File: src/rtl/uart_pkg.sv
// Shared definitions for the UART transmit path: state encoding, parity modes
// and a frame-length helper.
package uart_pkg;

    typedef enum logic [2:0] {
        IDLE   = 3'd0,
        START  = 3'd1,
        DATA   = 3'd2,
        PARITY = 3'd3,
        STOP   = 3'd4
    } state_t;

    localparam int PAR_NONE = 0;
    localparam int PAR_ODD  = 1;
    localparam int PAR_EVEN = 2;

    // Clocks occupied on the line by one complete frame.
    function automatic int frame_clocks(input int div, input int data_bits,
                                        input int parity, input int stop_bits);
        return (1 + data_bits + ((parity != PAR_NONE) ? 1 : 0) + stop_bits) * div;
    endfunction

endpackage

File: src/rtl/uart_baud_tick.sv
// Bit-period timer: counts DIV clocks per bit and pulses tick on the last
// clock of each bit. Held at reload while restart is high.
module uart_baud_tick #(
    parameter int DIV = 10417
) (
    input  logic clk,
    input  logic rst,
    input  logic restart,
    output logic tick
);

    localparam int CW = (DIV > 1) ? $clog2(DIV) : 1;
    localparam logic [CW-1:0] RELOAD = CW'(DIV - 1);

    generate
        if (DIV < 2 || DIV > 65535) begin : g_bad_div
            $error("uart_baud_tick: DIV must be in the range 2..65535");
        end
    endgenerate

    logic [CW-1:0] cnt_reg;
    logic [CW-1:0] cnt_next;

    // Auto-reload at zero lets consecutive bits run without a restart pulse.
    always_comb begin
        cnt_next = cnt_reg - CW'(1);
        if (restart || cnt_reg == '0) begin
            cnt_next = RELOAD;
        end
    end

    always_ff @(posedge clk) begin
        if (rst) begin
            cnt_reg <= '0;
        end else begin
            cnt_reg <= cnt_next;
        end
    end

    assign tick = (cnt_reg == '0) && !restart;

endmodule

File: src/rtl/uart_tx_frame.sv
// UART transmitter with a one-entry holding register so that consecutive
// frames leave with no idle gap; bit timing comes from uart_baud_tick.
module uart_tx_frame #(
    parameter int DIV       = 10417,
    parameter int DATA_BITS = 8,
    parameter int PARITY    = 0,
    parameter int STOP_BITS = 1
) (
    input  logic                 clk,
    input  logic                 rst,
    input  logic [DATA_BITS-1:0] d_tx,
    input  logic                 vld_tx,
    output logic                 rdy_tx,
    output logic                 txd,
    output logic                 busy
);

    import uart_pkg::*;

    generate
        if (DATA_BITS < 5 || DATA_BITS > 8) begin : g_bad_data_bits
            $error("uart_tx_frame: DATA_BITS must be in the range 5..8");
        end
        if (PARITY < 0 || PARITY > 2) begin : g_bad_parity
            $error("uart_tx_frame: PARITY must be 0, 1 or 2");
        end
        if (STOP_BITS < 1 || STOP_BITS > 2) begin : g_bad_stop_bits
            $error("uart_tx_frame: STOP_BITS must be 1 or 2");
        end
    endgenerate

    localparam logic [2:0] LAST_BIT  = 3'(DATA_BITS - 1);
    localparam logic       LAST_STOP = 1'(STOP_BITS - 1);

    state_t               state_reg, state_next;
    logic [DATA_BITS-1:0] hold_reg, hold_next;
    logic [DATA_BITS-1:0] shift_reg, shift_next;
    logic                 hold_full_reg, hold_full_next;
    logic                 par_reg, par_next;
    logic [2:0]           bit_cnt_reg, bit_cnt_next;
    logic                 stop_cnt_reg, stop_cnt_next;
    logic                 txd_reg, txd_next;
    logic                 tick;
    logic                 baud_restart;
    logic                 accept;
    logic                 load;

    assign baud_restart = (state_reg == IDLE);

    uart_baud_tick #(
        .DIV(DIV)
    ) u_baud (
        .clk    (clk),
        .rst    (rst),
        .restart(baud_restart),
        .tick   (tick)
    );

    assign rdy_tx = !hold_full_reg && !rst;
    assign accept = vld_tx && rdy_tx;

    always_comb begin
        state_next     = state_reg;
        hold_next      = hold_reg;
        hold_full_next = hold_full_reg;
        shift_next     = shift_reg;
        par_next       = par_reg;
        bit_cnt_next   = bit_cnt_reg;
        stop_cnt_next  = stop_cnt_reg;
        txd_next       = txd_reg;
        load           = 1'b0;

        case (state_reg)
            IDLE: begin
                txd_next = 1'b1;
                load     = hold_full_reg;
            end
            START: begin
                if (tick) begin
                    state_next   = DATA;
                    txd_next     = shift_reg[0];
                    bit_cnt_next = '0;
                end
            end
            DATA: begin
                if (tick) begin
                    if (bit_cnt_reg == LAST_BIT) begin
                        if (PARITY != PAR_NONE) begin
                            state_next = uart_pkg::PARITY;
                            txd_next   = par_reg;
                        end else begin
                            state_next    = STOP;
                            txd_next      = 1'b1;
                            stop_cnt_next = 1'b0;
                        end
                    end else begin
                        shift_next   = shift_reg >> 1;
                        txd_next     = shift_reg[1];
                        bit_cnt_next = bit_cnt_reg + 3'd1;
                    end
                end
            end
            uart_pkg::PARITY: begin
                if (tick) begin
                    state_next    = STOP;
                    txd_next      = 1'b1;
                    stop_cnt_next = 1'b0;
                end
            end
            STOP: begin
                if (tick) begin
                    if (stop_cnt_reg == LAST_STOP) begin
                        // A pending word goes straight into its start bit.
                        if (hold_full_reg) begin
                            load = 1'b1;
                        end else begin
                            state_next = IDLE;
                        end
                    end else begin
                        stop_cnt_next = 1'b1;
                    end
                end
            end
            default: begin
                state_next = IDLE;
                txd_next   = 1'b1;
            end
        endcase

        // Parity is taken from the whole word at load time, before any shifting.
        if (load) begin
            state_next     = START;
            shift_next     = hold_reg;
            par_next       = (PARITY == PAR_ODD) ? ~^hold_reg : ^hold_reg;
            hold_full_next = 1'b0;
            txd_next       = 1'b0;
        end

        if (accept) begin
            hold_next      = d_tx;
            hold_full_next = 1'b1;
        end
    end

    always_ff @(posedge clk) begin
        if (rst) begin
            state_reg     <= IDLE;
            hold_reg      <= '0;
            hold_full_reg <= 1'b0;
            shift_reg     <= '0;
            par_reg       <= 1'b0;
            bit_cnt_reg   <= '0;
            stop_cnt_reg  <= 1'b0;
            txd_reg       <= 1'b1;
        end else begin
            state_reg     <= state_next;
            hold_reg      <= hold_next;
            hold_full_reg <= hold_full_next;
            shift_reg     <= shift_next;
            par_reg       <= par_next;
            bit_cnt_reg   <= bit_cnt_next;
            stop_cnt_reg  <= stop_cnt_next;
            txd_reg       <= txd_next;
        end
    end

    assign txd  = txd_reg;
    assign busy = (state_reg != IDLE);

endmodule

File: config.mk
export PLATFORM = sky130hd
export DESIGN_NAME = uart_tx_frame
export DESIGN_NICKNAME = d
export VERILOG_FILES = /design/src/rtl/uart_pkg.sv /design/src/rtl/uart_baud_tick.sv /design/src/rtl/uart_tx_frame.sv
export SDC_FILE = /design/constraint.sdc
export NUM_CORES = 1
export LEC_CHECK = 0
export ABC_AREA = 1
export ABC_CLOCK_PERIOD_IN_PS = 3900
export CORE_MARGIN = 8
export CORE_UTILIZATION = 39
export CTS_CLUSTER_DIAMETER = 60
export DETAILED_ROUTE_END_ITERATION = 10
export GPL_TIMING_DRIVEN = 0
export PLACE_DENSITY = 0.58
export SLEW_MARGIN = 20
export SYNTH_ARGS = -nofsm -noshare
export SYNTH_HDL_FRONTEND = slang
export SYNTH_SLANG_ARGS = --single-unit
File: constraint.sdc
create_clock -name clk -period 3.9 [get_ports clk]
set_clock_uncertainty 0.1 [all_clocks]
set_input_delay 0.78 -clock clk [delete_from_list [all_inputs] [get_ports clk]]
set_output_delay 0.78 -clock clk [all_outputs]
set_load 0.05 [all_outputs]
==> run metrics, run 1 <==
worst min-delay path class reg -> reg; die area 7300 um2; Final Max Tran Viols 0; total core area 4690 um2; required time of the critical path 3.02 ns; Top-Level Pins 14; Post-Syn Area 1880 um2; fin crit share 80.7%; Pleak 0.000938 uW; xor-xnor portion of the synthesized cell area 0.931%; unrepaired setup endpoints after global routing false; max_cap viols 0; max reg flops 14; Worst-path clk slew 0.07 ns; Post-DP HPWL 2.81 mm; clk_lat worst skew 0.29 ns; diode count 0; Worst setup EP type output pin; post-CTS sizing 0; Initial Util 40.1%; post-synthesis async set-or-reset flop share 0%; area leader, netlist dfxtp_1; outcome completed; worst-case vdd ir drop 0.206 mV; number of flops mapped to enable cells by yosys 0; pin count of the biggest net entering global routing 11; Final Hold Fails 0; final hold slack 0.314 ns; post-layout min period 3.15 ns; DP Area 2080 um2; delay-heaviest family, CP buffers and inverters; # Post-CTS Setup Buffers 0; Synth Area in Adders 2.66%; number of global-route vias before repair 1587; Post-Syn Instances 261; Synth Area in Compound Gates 13.7%; share of layout cells above drive strength 1 12.9%; drt pass-1 iters 4; Top FF cell, synth dfxtp_1; H-tree depth 2; mux contribution to synthesized area 0%; Global Route Usage Sum 11.9%; top cells by area, synth dfxtp_1 (40%), nand2_1 (9.4%), inv_1 (7.0%); Worst setup SP type input port; Port Buffers 13; Worst Tran Pin Value 0.500 ns; Netlist cell types 31; Post-DRT Antenna Nets 0; Seq/Total Area, Yosys 40.4%; WL final 3.78 mm; Routed wire per std cell 11.3 um; share of the synthesized area in the top cell type 40.4%; CTS tree built; # clock sinks 38; global-route wire length before repair 7.00 mm; Synth Area per Inst 7.21 um2; number of antenna violations at the first check in global routing 0; largest family of logic cells by synthesized area simple AND/OR/NAND/NOR gates; Area growth syn-to-layout 14.9%; crit-path cells clkdlybuf4s50_1 > nor2_1 > clkdlybuf4s50_1; Yosys reg bits 38; Crit path top cell by count clkdlybuf4s50_1; Ys Warns 0; Final setup viols 0; Buf/Inv on CP 2; pwr dens 445 nW/um2; CP max stage cell clkdlybuf4s50_1; chip width 85.5 um; CP peak stage delay 0.82 ns; syn_nets 276; cts bufs inserted 5; Max Clock Freq 0.318 GHz; slew margin rel. 66.6%; worst path arrival time 2.27 ns; Post-Route Setup TNS 0 ns; num rows 25; Die H 85.5 um; layout net count 296; DRC viols 0; Setup CP Type in -> out; CTS root buffer clkbuf_8; hold_buf cts 0; Vias/cell 4.79; GRT Residual Overflow 0; worst-path maximum fanout 5; initial DRC count 72; Bufs on Longest Clock Path 2; GP Congestion 0.778; Simple-Gate Fraction of Synth Area 32.8%; routed vias 1600; design area 2160 um2
## worst reg2reg max path, stage by stage, from the launching register on
cell     delay, ns
dfxtp_1       0.33
ha_1          0.20
ha_1          0.19
nor2_1        0.19
nand4_2       0.17
nand2_2       0.18
inv_2         0.10
nor2_1        0.11
nor2_1        0.04
## path summary, 6_finish.rpt
check | cells after the start | startpoint | to | slack (ns)
worst max register to register | 8 | bit_cnt_reg[0] | shift_reg[6] | 2.18
worst max-delay path | 3 | rst | rdy_tx | 0.75
worst min-delay path | 1 | u_baud.cnt_reg[0] | u_baud.cnt_reg[0] | 0.31
worst min register to register | 1 | u_baud.cnt_reg[0] | u_baud.cnt_reg[0] | 0.31
## layer usage
layer  vias up  wire length [um]  track usage (%)
met5         -                 0                0
met4         0                77             5.25
met3         7               139             3.57
met2        18              1730             19.2
met1       704              1830             14.1
li1        871                 -                -
## cell usage in the layout (no fill, tap or decap)
master / instances
nand3b_1: 1
xor2_1: 2
nand4_2: 2
o21a_1: 2
clkbuf_8: 6
or2_2: 2
dfxtp_1: 38
nand3_2: 1
ha_1: 4
nor2_4: 4
nand2_4: 3
nor3_1: 1
clkinv_1: 1
inv_1: 35
or3_1: 1
nor2_2: 5
nand4_1: 3
clkbuf_1: 3
a21oi_1: 26
nand2_2: 6
clkdlybuf4s50_1: 13
o21ai_0: 12
a21oi_2: 1
nand2_1: 47
o21ai_1: 2
nor2_1: 27
nor3b_1: 1
buf_2: 1
a31oi_1: 3
buf_6: 1
a211oi_1: 2
inv_2: 4
nand3_1: 20
## Yosys cell counts (all sizes together) (2+ instances only)
| cell | n |
|---|---|
| or2 | 2 |
| nand2 | 56 |
| nand4 | 5 |
| o21ai | 14 |
| nand3 | 21 |
| o21a | 2 |
| dfxtp | 38 |
| inv | 39 |
| a21oi | 27 |
| ha | 4 |
| a211oi | 2 |
| a31oi | 3 |
| xor2 | 2 |
| buf | 2 |
| nor2 | 36 |
| clkbuf | 3 |
## stage by stage
stage                     power, uW  util, %  std cells  setup slack, ns
after floorplan                 642        -        261             1.54
after global placement          705     44.3        328            0.750
after detailed placement        707     44.3        328            0.736
after CTS                       976     46.1        334            0.737
after global routing           1030     46.1        334            0.664
final                           961     46.1        334            0.754
## power by group
group          internal [uW]  switching (uW)
sequential               419            21.0
combinational           90.9             166
clock                    136             128
total                    646             315
## cells by family (layout without fill, tap and decap cells)
| family | after synthesis | in the layout |
|---|---|---|
| and+or+nand+nor | 124 | 124 |
| AOI/OAI and AO/OA | 48 | 48 |
| xor gates and xnor gates | 2 | 2 |
| DFF | 38 | 38 |
| adders and majority gates | 4 | 4 |
| buffers and inverters | 45 | 64 |
## area by class of cell
cell class                 instances  area [um2]
clock buffer                       6        82.6
inverter                          40         150
multi-input combinational        178         943
tap                               54        67.6
sequential                        38         761
fill                             507        2530
buffer                             5        27.5
timing repair buffer              13         130
Note: power is estimated with default switching activity, not from simulation.
==> run 2: changes to the inputs <==
- ABC_CLOCK_PERIOD_IN_PS: 3900 -> 2950
- clock period: 3.9 -> 2.95 ns (I/O delays scaled with it)
==> results of run 2 <==
Same layout as run 1 (identical final DEF). Status: completed.
Among the figures that moved: setup slack after placement 0.736 ns -> 0.166 ns; setup slack after layout 0.754 ns -> 0.184 ns; register-to-register setup slack 2.18 ns -> 1.23 ns; total power 961 uW -> 1270 uW; worst IR drop on VDD 0.206 mV -> 0.272 mV
